===== src/rtl/rb_cfg_bank.sv =====
`default_nettype none
// ============================================================================
//  Module   : rb_cfg_bank
//  Purpose  : Parametrised register bank between the host register bus and
//             the datapath. Holds NUM_CFG R/W config bytes with write strobes,
//             NUM_STAT read-only status bytes, an 8-bit sticky event register
//             (write-1-to-clear) with irq mask, and a two-key write-lock FSM
//             that guards the config bytes.
//  Ports    : clk, resetb (async, active low)
//             address/data_write_in/reg_en/write_en  - register bus access
//             data_read_out  - registered read data, held until next read
//             cfg_out        - config bytes, byte k at [8k+7:8k]
//             cfg_wr_pulse   - one-cycle strobe per config byte updated
//             stat_in        - status bytes, sampled when read
//             evt_in         - event pulses feeding the sticky register
//             irq            - registered |(sticky & mask)
//             locked         - lock FSM is LOCKED or waiting for second key
//             access_err     - one-cycle pulse on an illegal access
//  Revision : 1.0  initial release
// ============================================================================
module rb_cfg_bank #(
    parameter int                     ADR_BITS      = 8,
    parameter int                     NUM_CFG       = 4,
    parameter int                     NUM_STAT      = 2,
    parameter logic [ADR_BITS-1:0]    CFG_BASE      = 'h00,
    parameter logic [ADR_BITS-1:0]    STAT_BASE     = 'h40,
    parameter logic [ADR_BITS-1:0]    EVT_ADDR      = 'h60,
    parameter logic [ADR_BITS-1:0]    MASK_ADDR     = 'h61,
    parameter logic [ADR_BITS-1:0]    LOCK_ADDR     = 'h7F,
    parameter logic [8*NUM_CFG-1:0]   CFG_RESET     = '0,
    parameter bit                     LOCK_AT_RESET = 1'b0
) (
    input  logic                  clk,
    input  logic                  resetb,
    input  logic [ADR_BITS-1:0]   address,
    input  logic [7:0]            data_write_in,
    output logic [7:0]            data_read_out,
    input  logic                  reg_en,
    input  logic                  write_en,
    output logic [8*NUM_CFG-1:0]  cfg_out,
    output logic [NUM_CFG-1:0]    cfg_wr_pulse,
    input  logic [8*NUM_STAT-1:0] stat_in,
    input  logic [7:0]            evt_in,
    output logic                  irq,
    output logic                  locked,
    output logic                  access_err
);

    typedef enum logic [1:0] {
        ST_UNLOCKED = 2'b00,
        ST_LOCKED   = 2'b01,
        ST_KEY1     = 2'b10
    } lock_state_t;

    localparam lock_state_t         c_reset_state = LOCK_AT_RESET ? ST_LOCKED : ST_UNLOCKED;
    localparam logic [7:0]          c_key1        = 8'hA5;
    localparam logic [7:0]          c_key2        = 8'h5A;
    localparam logic [ADR_BITS-1:0] c_num_cfg     = ADR_BITS'(NUM_CFG);
    localparam logic [ADR_BITS-1:0] c_num_stat    = ADR_BITS'(NUM_STAT);

    lock_state_t          r_state;
    lock_state_t          w_state_next;
    logic [8*NUM_CFG-1:0] r_cfg;
    logic [NUM_CFG-1:0]   r_cfg_wr_pulse;
    logic [NUM_CFG-1:0]   w_cfg_we;
    logic [7:0]           r_rdata;
    logic [7:0]           w_rdata;
    logic [7:0]           r_sticky;
    logic [7:0]           r_mask;
    logic [7:0]           w_w1c;
    logic                 r_irq;
    logic                 r_access_err;
    logic                 w_access_err;

    logic                 w_wr;
    logic                 w_rd;
    logic [ADR_BITS-1:0]  w_cfg_idx;
    logic [ADR_BITS-1:0]  w_stat_idx;
    logic                 w_lock_hit;
    logic                 w_evt_hit;
    logic                 w_mask_hit;
    logic                 w_cfg_hit;
    logic                 w_stat_hit;
    logic                 w_unmapped;
    logic                 w_cfg_open;

    assign w_wr = reg_en & write_en;
    assign w_rd = reg_en & ~write_en;

    // Window offsets wrap modulo 2^ADR_BITS, so addresses below a base fall
    // far outside the window and are rejected by the range compare.
    assign w_cfg_idx  = address - CFG_BASE;
    assign w_stat_idx = address - STAT_BASE;

    // Priority chain resolves overlapping windows: LOCK > EVT > MASK > CFG > STAT.
    assign w_lock_hit = (address == LOCK_ADDR);
    assign w_evt_hit  = ~w_lock_hit & (address == EVT_ADDR);
    assign w_mask_hit = ~w_lock_hit & ~w_evt_hit & (address == MASK_ADDR);
    assign w_cfg_hit  = ~w_lock_hit & ~w_evt_hit & ~w_mask_hit & (w_cfg_idx < c_num_cfg);
    assign w_stat_hit = ~w_lock_hit & ~w_evt_hit & ~w_mask_hit & ~w_cfg_hit
                        & (w_stat_idx < c_num_stat);
    assign w_unmapped = ~(w_lock_hit | w_evt_hit | w_mask_hit | w_cfg_hit | w_stat_hit);

    // Config writes only land when fully unlocked; a cfg write in KEY1 is
    // rejected and also breaks the key sequence in the FSM below.
    assign w_cfg_open = (r_state == ST_UNLOCKED);

    always_comb begin
        w_cfg_we = '0;
        for (int k = 0; k < NUM_CFG; k++) begin
            w_cfg_we[k] = w_wr & w_cfg_hit & w_cfg_open & (w_cfg_idx == ADR_BITS'(k));
        end
    end

    assign w_w1c = (w_wr & w_evt_hit) ? data_write_in : 8'h00;

    assign w_access_err = (w_wr & w_cfg_hit & ~w_cfg_open)
                        | (w_wr & (w_stat_hit | w_unmapped))
                        | (w_rd & w_unmapped);

    always_comb begin
        w_rdata = 8'h00;
        if (w_lock_hit) begin
            w_rdata = {6'b0, (r_state == ST_KEY1), locked};
        end else if (w_evt_hit) begin
            w_rdata = r_sticky;
        end else if (w_mask_hit) begin
            w_rdata = r_mask;
        end else if (w_cfg_hit) begin
            for (int k = 0; k < NUM_CFG; k++) begin
                if (w_cfg_idx == ADR_BITS'(k)) begin
                    w_rdata = r_cfg[8*k +: 8];
                end
            end
        end else if (w_stat_hit) begin
            for (int k = 0; k < NUM_STAT; k++) begin
                if (w_stat_idx == ADR_BITS'(k)) begin
                    w_rdata = stat_in[8*k +: 8];
                end
            end
        end
    end

    // Lock FSM: only bus writes move it; in KEY1 any write other than the
    // second key to LOCK_ADDR drops back to LOCKED.
    always_comb begin
        w_state_next = r_state;
        if (w_wr) begin
            case (r_state)
                ST_UNLOCKED: begin
                    if (w_lock_hit) begin
                        w_state_next = ST_LOCKED;
                    end
                end
                ST_LOCKED: begin
                    if (w_lock_hit && (data_write_in == c_key1)) begin
                        w_state_next = ST_KEY1;
                    end
                end
                ST_KEY1: begin
                    if (w_lock_hit && (data_write_in == c_key2)) begin
                        w_state_next = ST_UNLOCKED;
                    end else begin
                        w_state_next = ST_LOCKED;
                    end
                end
                default: w_state_next = ST_LOCKED;
            endcase
        end
    end

    always_ff @(posedge clk or negedge resetb) begin
        if (!resetb) begin
            r_state        <= c_reset_state;
            r_cfg          <= CFG_RESET;
            r_cfg_wr_pulse <= '0;
            r_rdata        <= 8'h00;
            r_sticky       <= 8'h00;
            r_mask         <= 8'h00;
            r_irq          <= 1'b0;
            r_access_err   <= 1'b0;
        end else begin
            r_state        <= w_state_next;
            r_cfg_wr_pulse <= w_cfg_we;
            r_access_err   <= w_access_err;
            for (int k = 0; k < NUM_CFG; k++) begin
                if (w_cfg_we[k]) begin
                    r_cfg[8*k +: 8] <= data_write_in;
                end
            end
            if (w_rd) begin
                r_rdata <= w_rdata;
            end
            if (w_wr && w_mask_hit) begin
                r_mask <= data_write_in;
            end
            // A new event in the same cycle as its W1C keeps the bit set.
            r_sticky <= evt_in | (r_sticky & ~w_w1c);
            r_irq    <= |(r_sticky & r_mask);
        end
    end

    assign cfg_out       = r_cfg;
    assign cfg_wr_pulse  = r_cfg_wr_pulse;
    assign data_read_out = r_rdata;
    assign irq           = r_irq;
    assign access_err    = r_access_err;
    assign locked        = (r_state == ST_LOCKED) | (r_state == ST_KEY1);

endmodule
`default_nettype wire


===== config.mk =====
export PLATFORM = sky130hd
export DESIGN_NAME = rb_cfg_bank
export DESIGN_NICKNAME = d
export VERILOG_FILES = /design/src/rtl/rb_cfg_bank.sv
export SDC_FILE = /design/constraint.sdc
export NUM_CORES = 1
export LEC_CHECK = 0
export BUFFER_PORTS_ARGS = -buffer_cell sky130_fd_sc_hd__buf_2
export CORE_MARGIN = 5
export CORE_UTILIZATION = 50
export CTS_CLUSTER_DIAMETER = 120
export CTS_CLUSTER_SIZE = 40
export DETAILED_ROUTE_END_ITERATION = 12
export PLACE_DENSITY = 0.75
export SLEW_MARGIN = 0
export SYNTH_ARGS = -nofsm -noshare
export SYNTH_HDL_FRONTEND = slang
export SYNTH_SLANG_ARGS = --single-unit

===== constraint.sdc =====
create_clock -name clk -period 3.4 [get_ports clk]
set_input_delay 0.34 -clock clk [delete_from_list [all_inputs] [get_ports clk]]
set_output_delay 0.34 -clock clk [all_outputs]
set_load 0.03 [all_outputs]

==> results of run 1 <==
-- cells in the mapped netlist, types with 4 or more instances --
cell type and number:
inv_1 5, dfrtp_1 64, a21o_1 8, buf_2 5
mux2_1 28, mux2i_1 5, o31ai_1 4, clkbuf_1 4
nor2_1 5, mux2_2 6, a21oi_1 12, mux4_2 8
a22oi_1 9, or3_1 4, nor3_1 4, nand2_1 22
mux2_4 8
-- worst max-delay path, cell delays in order, from the launching register on --
cell     delay (ps)
dfrtp_1         400
inv_1            90
ha_1            240
nand4_1         150
inv_2           140
and3_1          470
mux2_1          370
-- final timing paths --
kind	cells past startpoint	to	from	slack, ps
setup / recovery	6	cfg_out[15]	r_state[0]	1410
hold / removal	2	r_sticky[6]	evt_in[6]	180
max in group asynchronous	2	cfg_out[27]	resetb	2360
hold reg to reg	2	data_read_out[5]	data_read_out[5]	480
min in group asynchronous	1	r_mask[6]	resetb	210
setup reg to reg	6	cfg_out[15]	r_state[0]	1410
-- metal layers --
metal	part of all wire (%)	vias up	wire (microns)	GRT usage, %
li1	-	1212	-	-
met1	41	1317	3760	29.3
met3	9.7	14	885	9.35
met2	48	116	4370	36.4
met4	1.6	2	144	6.44
met5	0.076	-	7	0
-- power by group through the flow --
stage / Clock (mW) / Combinational, mW / Sequential, mW
floorplan: 0 / 0.142 / 0.848
global placement: 0 / 0.277 / 0.818
detailed placement: 0 / 0.284 / 0.819
CTS: 0.550 / 0.285 / 0.804
global route: 0.587 / 0.310 / 0.808
finish: 0.536 / 0.283 / 0.805
-- final cells by class --
| type | instances | area share (%) |
|---|---|---|
| multi-input cells | 189 | 41.6 |
| flip-flops and latches | 64 | 39.9 |
| repair buffers | 91 | 11.4 |
| clock buffers | 11 | 3.27 |
| well taps | 80 | 2.49 |
| inverters | 8 | 0.748 |
| clock inverters | 4 | 0.561 |
-- sequential cells by signal (all words and copies together) (netlist names) --
signal         count
r_mask             8
data_read_out      8
r_sticky           8
cfg_wr_pulse       4
irq                1
access_err         1
cfg_out           32
r_state            2
-- cells in the final DEF (no fill, tap or decap), types with 4 or more instances in the layout --
master / count
dfrtp_1: 64
buf_2: 90
a22oi_1: 9
nor3_1: 4
inv_1: 5
mux4_2: 8
clkbuf_8: 9
mux2_4: 8
nor2_1: 5
mux2i_1: 5
mux2_2: 6
a21o_1: 8
o31ai_1: 4
nand2_1: 22
a21oi_1: 12
or3_1: 4
mux2_1: 28
-- logic make-up after synthesis --
family | Yosys count | synth area share, %
AND/OR/NAND/NOR | 74 | 15.0
adder cells (fa/ha/maj) | 3 | 1.11
multiplexers | 55 | 21.7
AO/OA/AOI/OAI | 57 | 11.6
buffers and inverters | 21 | 3.08
flip-flops | 64 | 47.4
-- through the flow --
step           power [mW]  cell area [sq um]  hold slack (ps)  std cells  setup slack, ps
2_1_floorplan       0.989               3380             44.4        274             1700
3_3_place_gp         1.09               3860              460        432             1100
3_5_place_dp         1.10               3860              471        432             1060
4_1_cts              1.64               4010              170        447             1400
5_1_grt              1.71               4010              159        447             1290
6_report             1.62               4010              178        447             1410
==> out/qor.txt, run 1 <==
fmax -> 503 MHz
Synth Instances -> 274
ant diodes -> 0
status -> finished, final reports clean
Util after Layout -> 60.1%
first-pass GRT wire length -> 14.9 mm
Seq cells post-synth -> 64
final slew viol count -> 0
fillcell total -> 581
Mapped Area -> 3380 sq um
Clock transition at path regs -> 70 ps
Slew Limit Headroom -> 26.5%
mean post-synth cell area -> 12.3 sq um
element type at the critical path end -> flip-flop
First-pass DRT Iterations -> 4
Post-Route Setup TNS -> 0 ps
vias in the first global route -> 2848
total global routing overflow -> 0
Min-Delay Path Class -> in2reg
initial antenna violation count -> 1
post-CTS setup buffer count -> 0
1st-iter DRT viols -> 129
WL final -> 9.17 mm
CP required -> 3620 ps
Die W -> 92.2 microns
critical path class -> reg2reg
DPL Wire Length -> 6.75 mm
PortBufs -> 90
drt drc -> 0
Boundary Pins -> 91
Yosys warning count -> 0
share of cells above drive strength 1 -> 39.2%
CTS Root Cell -> clkbuf_8
# rows -> 30
pwr/cell area -> 404 nW/um^2
Final ANT Viol Nets -> 0
Final GP Congestion -> 0.945
CTS Buf Count -> 9
fin nets -> 410
Max H-tree Level -> 3
Clock power frac -> 33.0%
Async SR Flop Fraction -> 100%
post-synthesis sequential area ratio -> 47.4%
Comb pwr share -> 17.4%
Top FF cell, synth -> dfrtp_1
largest cells by area after synthesis -> dfrtp_1, mux2_1, mux4_2
cell taking the most area after synthesis -> dfrtp_1
post-layout minimum cycle time -> 1990 ps
total internal power -> 1.15 mW
Core Area -> 6680 sq um
syn_nets -> 321
clk_skew -> 6.22 ps
number of enable flip-flop cells after synthesis -> 0
RSZ-0062 raised after global routing -> false
GRT Total Usage -> 23.1%
deepest clock path buffer count -> 2
Pleak -> 2.00 nW
Synth top area share -> 47.4%
largest net degree at the start of global routing -> 50
Reg area -> 1600 sq um
Clock Sinks -> 64
synth unique cells -> 58
Fin. Hold Viols -> 0
multi-input gate area in the final layout -> 1670 sq um
total net switching power -> 478 uW
Switching Share -> 29.4%
drt via density -> 5.95
Final setup viols -> 0
# Max-Cap Violations -> 0
Hold Buf Count CTS -> 0
vias after detailed routing -> 2661
post-CTS sizing -> 0
die height -> 92.2 microns
fin crit share -> 58.5%
Starting Density -> 50.5%
CTS tree -> built
CP max FO -> 9
crit path launch type -> flip-flop
Syn-to-layout area delta -> 18.9%
sequential cell fraction of total power -> 49.6%
die footprint -> 8490 sq um
peak supply drop -> 0.268 mV
CP Data Arrival Time -> 2210 ps
worst skew pair latency -> 340 ps
Worst Max-Slew Pin Slew -> 1100 ps
WL/cell -> 20.5 microns
Power figures use the tool's default switching activity.
==> inputs of run 2 (changes only) <==
--- a/config.mk
+++ b/config.mk
@@ -5,13 +5,14 @@
 export SDC_FILE = /design/constraint.sdc
 export NUM_CORES = 1
 export LEC_CHECK = 0
+export ABC_AREA = 1
 export BUFFER_PORTS_ARGS = -buffer_cell sky130_fd_sc_hd__buf_2
 export CORE_MARGIN = 5
-export CORE_UTILIZATION = 50
+export CORE_UTILIZATION = 47
 export CTS_CLUSTER_DIAMETER = 120
 export CTS_CLUSTER_SIZE = 40
 export DETAILED_ROUTE_END_ITERATION = 12
-export PLACE_DENSITY = 0.75
+export PLACE_DENSITY = 0.74
 export SLEW_MARGIN = 0
 export SYNTH_ARGS = -nofsm -noshare
 export SYNTH_HDL_FRONTEND = slang
==> constraint.sdc (replaced) <==
create_clock -name clk -period 1.8 [get_ports clk]
set_input_delay 0.18 -clock clk [delete_from_list [all_inputs] [get_ports clk]]
set_output_delay 0.18 -clock clk [all_outputs]
set_load 0.03 [all_outputs]
==> out/qor.txt, run 2 <==
Yosys warning count -> 0
total global routing overflow -> 0
cell taking the most area after synthesis -> dfrtp_1
First-pass DRT Iterations -> 5
element type at the critical path end -> flip-flop
clk_skew -> 7.63 ps
Syn-to-layout area delta -> 25.3%
peak supply drop -> 0.466 mV
mean post-synth cell area -> 7.93 sq um
Die W -> 93.9 microns
vias in the first global route -> 3112
Min-Delay Path Class -> in2reg
crit path launch type -> flip-flop
initial antenna violation count -> 0
Simple-Gate Fraction of Synth Area -> 29.5%
die footprint -> 8810 sq um
final slew viol count -> 0
deepest clock path buffer count -> 2
share of cells above drive strength 1 -> 25.7%
CP max FO -> 15
Clock power frac -> 39.2%
first-pass GRT wire length -> 15.3 mm
worst r2r path cells -> 7
# rows -> 30
end of the worst register-to-register path -> cfg_out[30]
Fin. Hold Viols -> 0
fin nets -> 571
drt drc -> 0
CP Data Arrival Time -> 1820 ps
drt via density -> 5.13
Top FF cell, synth -> dfrtp_1
CTS tree -> built
Async SR Flop Fraction -> 100%
hold path depth -> 3
most common cell after layout, fill and taps aside -> nand2_1
Final GP Congestion -> 0.961
Max H-tree Level -> 3
syn_nets -> 464
Post-Synth Adder-Cell Area -> 1.14%
Critical R2R Launch -> r_state[0]
CP required -> 2050 ps
Clock transition at path regs -> 80 ps
Comb pwr share -> 14.7%
Slew Limit Headroom -> 62.2%
fin crit share -> 87.2%
largest cells by area after synthesis -> dfrtp_1, nand2_1, o21a_1
Synth Instances -> 417
WL/cell -> 14.9 microns
mux share of post-synthesis cell area -> 0%
worst skew pair latency -> 360 ps
status -> finished, final reports clean
Starting Density -> 48.4%
start point of the worst hold path -> evt_in[2]
post-synthesis sequential area ratio -> 48.4%
Util after Layout -> 60.6%
RSZ-0062 raised after global routing -> false
Core Area -> 6830 sq um
DPL Wire Length -> 7.28 mm
CTS Buf Count -> 9
Post-Route Setup TNS -> 0 ps
Synth top cells by count -> nand2_1, dfrtp_1, inv_1
Mapped Area -> 3310 sq um
compound-gate portion of the synthesized area -> 13.4%
ant diodes -> 0
PortBufs -> 90
post-layout minimum cycle time -> 1570 ps
R2R Setup Slk -> 230 ps
Boundary Pins -> 91
# Max-Cap Violations -> 0
die height -> 93.9 microns
number of enable flip-flop cells after synthesis -> 0
most frequent cells in the layout -> nand2_1, buf_2, dfrtp_1
CTS Root Cell -> clkbuf_8
sequential cell fraction of total power -> 46.1%
largest net degree at the start of global routing -> 42
total net switching power -> 975 uW
Post-Synth XOR/XNOR Area -> 0%
Synth top area share -> 48.4%
fmax -> 637 MHz
Final ANT Viol Nets -> 0
1st-iter DRT viols -> 267
Final setup viols -> 0
Seq cells post-synth -> 64
count leader, synth -> nand2_1
Pleak -> 2.23 nW
critical path class -> reg2reg
largest family of logic cells by synthesized area -> simple AND/OR/NAND/NOR gates
pwr/cell area -> 787 nW/um^2
GRT Total Usage -> 22.6%
Clock Sinks -> 64
synth unique cells -> 29
vias after detailed routing -> 3205
total internal power -> 2.29 mW
max FFs per register -> 32
Worst Max-Slew Pin Slew -> 567 ps
Min-Delay Endpoint -> r_sticky[2]
post-CTS setup buffer count -> 0
Switching Share -> 29.9%
WL final -> 9.32 mm
==> run 2: changes by cell type after synthesis, sizes merged, moves of 9 or more <==
cell,previous run,this run
nand2,24,138
inv,8,52
mux2,42,0
nor2,6,39
o21ai,6,32
o21a,0,25
nand3,4,25
a22oi,9,0
==> run 2: per-layer routing <==
metal / global-route usage, % / vias to the layer above / routed length, microns
li1: - / 1569 / -
met1: 29.5 / 1478 / 3990
met2: 36.5 / 146 / 4360
met3: 5.53 / 12 / 801
met4: 8.18 / 0 / 169
met5: 0 / - / 0
==> run 2: worst max-delay path: stages, from the launching register on <==
cell and delay, ps:
dfrtp_1 400, inv_1 80, ha_1 240, nand3_4 160, nor2_2 160, buf_4 230, nand2_1 70, o21a_1 110
==> run 2: per-stage QoR <==
step / power [mW] / hold WS (ps) / std cells / area [sq um] / setup slack, ps
after floorplan: 1.82 / -116 / 417 / 3310 / 344
after global placement: 2.00 / 196 / 606 / 3910 / 256
after detailed placement: 2.00 / 203 / 606 / 3910 / 190
after CTS: 3.28 / 0.997 / 625 / 4140 / 219
after global routing: 3.41 / 25.1 / 625 / 4140 / 78.6
final: 3.26 / 8.10 / 625 / 4140 / 230
==> run 2: timing repair <==
item	CTS	global route
endpoints found under the setup margin	0	0
hold buffers	3	0
resized for setup	0	0
hold endpoints to repair	25	0
==> run 2: worst max-delay path by stage <==
| stage | from | cells past startpoint | slack (ps) | endpoint |
|---|---|---|---|---|
| after detailed placement | address[2] | 9 | 190 | r_sticky[6] |
| final | r_state[0] | 7 | 230 | cfg_out[30] |
| after CTS | r_state[0] | 6 | 220 | cfg_out[18] |
| after global placement | address[4] | 11 | 260 | data_read_out[6] |
| after global routing | r_state[0] | 7 | 80 | cfg_out[30] |
| after floorplan | r_state[0] | 7 | 340 | cfg_out[6] |
==> run 2: cell type report <==
cell class,count,area (sq um)
repair buffers,103,568
multi-input cells,294,1460
inverters,52,195
clock inverters,7,77.6
well taps,96,120
flip-flops and latches,64,1600
clock buffers,9,124
fillers,644,2690
==> run 2: power by group through the flow <==
stage | Clock, mW | Sequential, mW | Combinational (mW)
6_report | 1.28 | 1.50 | 0.478
5_1_grt | 1.37 | 1.51 | 0.528
4_1_cts | 1.29 | 1.50 | 0.479
3_5_place_dp | 0 | 1.53 | 0.471
3_3_place_gp | 0 | 1.53 | 0.464
2_1_floorplan | 0 | 1.56 | 0.264
==> run 2: kinds of logic (layout without fill, tap and decap cells) <==
group / Yosys count / count (layout)
DFF: 64 / 64
buffers and inverters: 59 / 171
AOI/OAI and AO/OA: 72 / 72
and+or+nand+nor: 219 / 219
adders and majority gates: 3 / 3
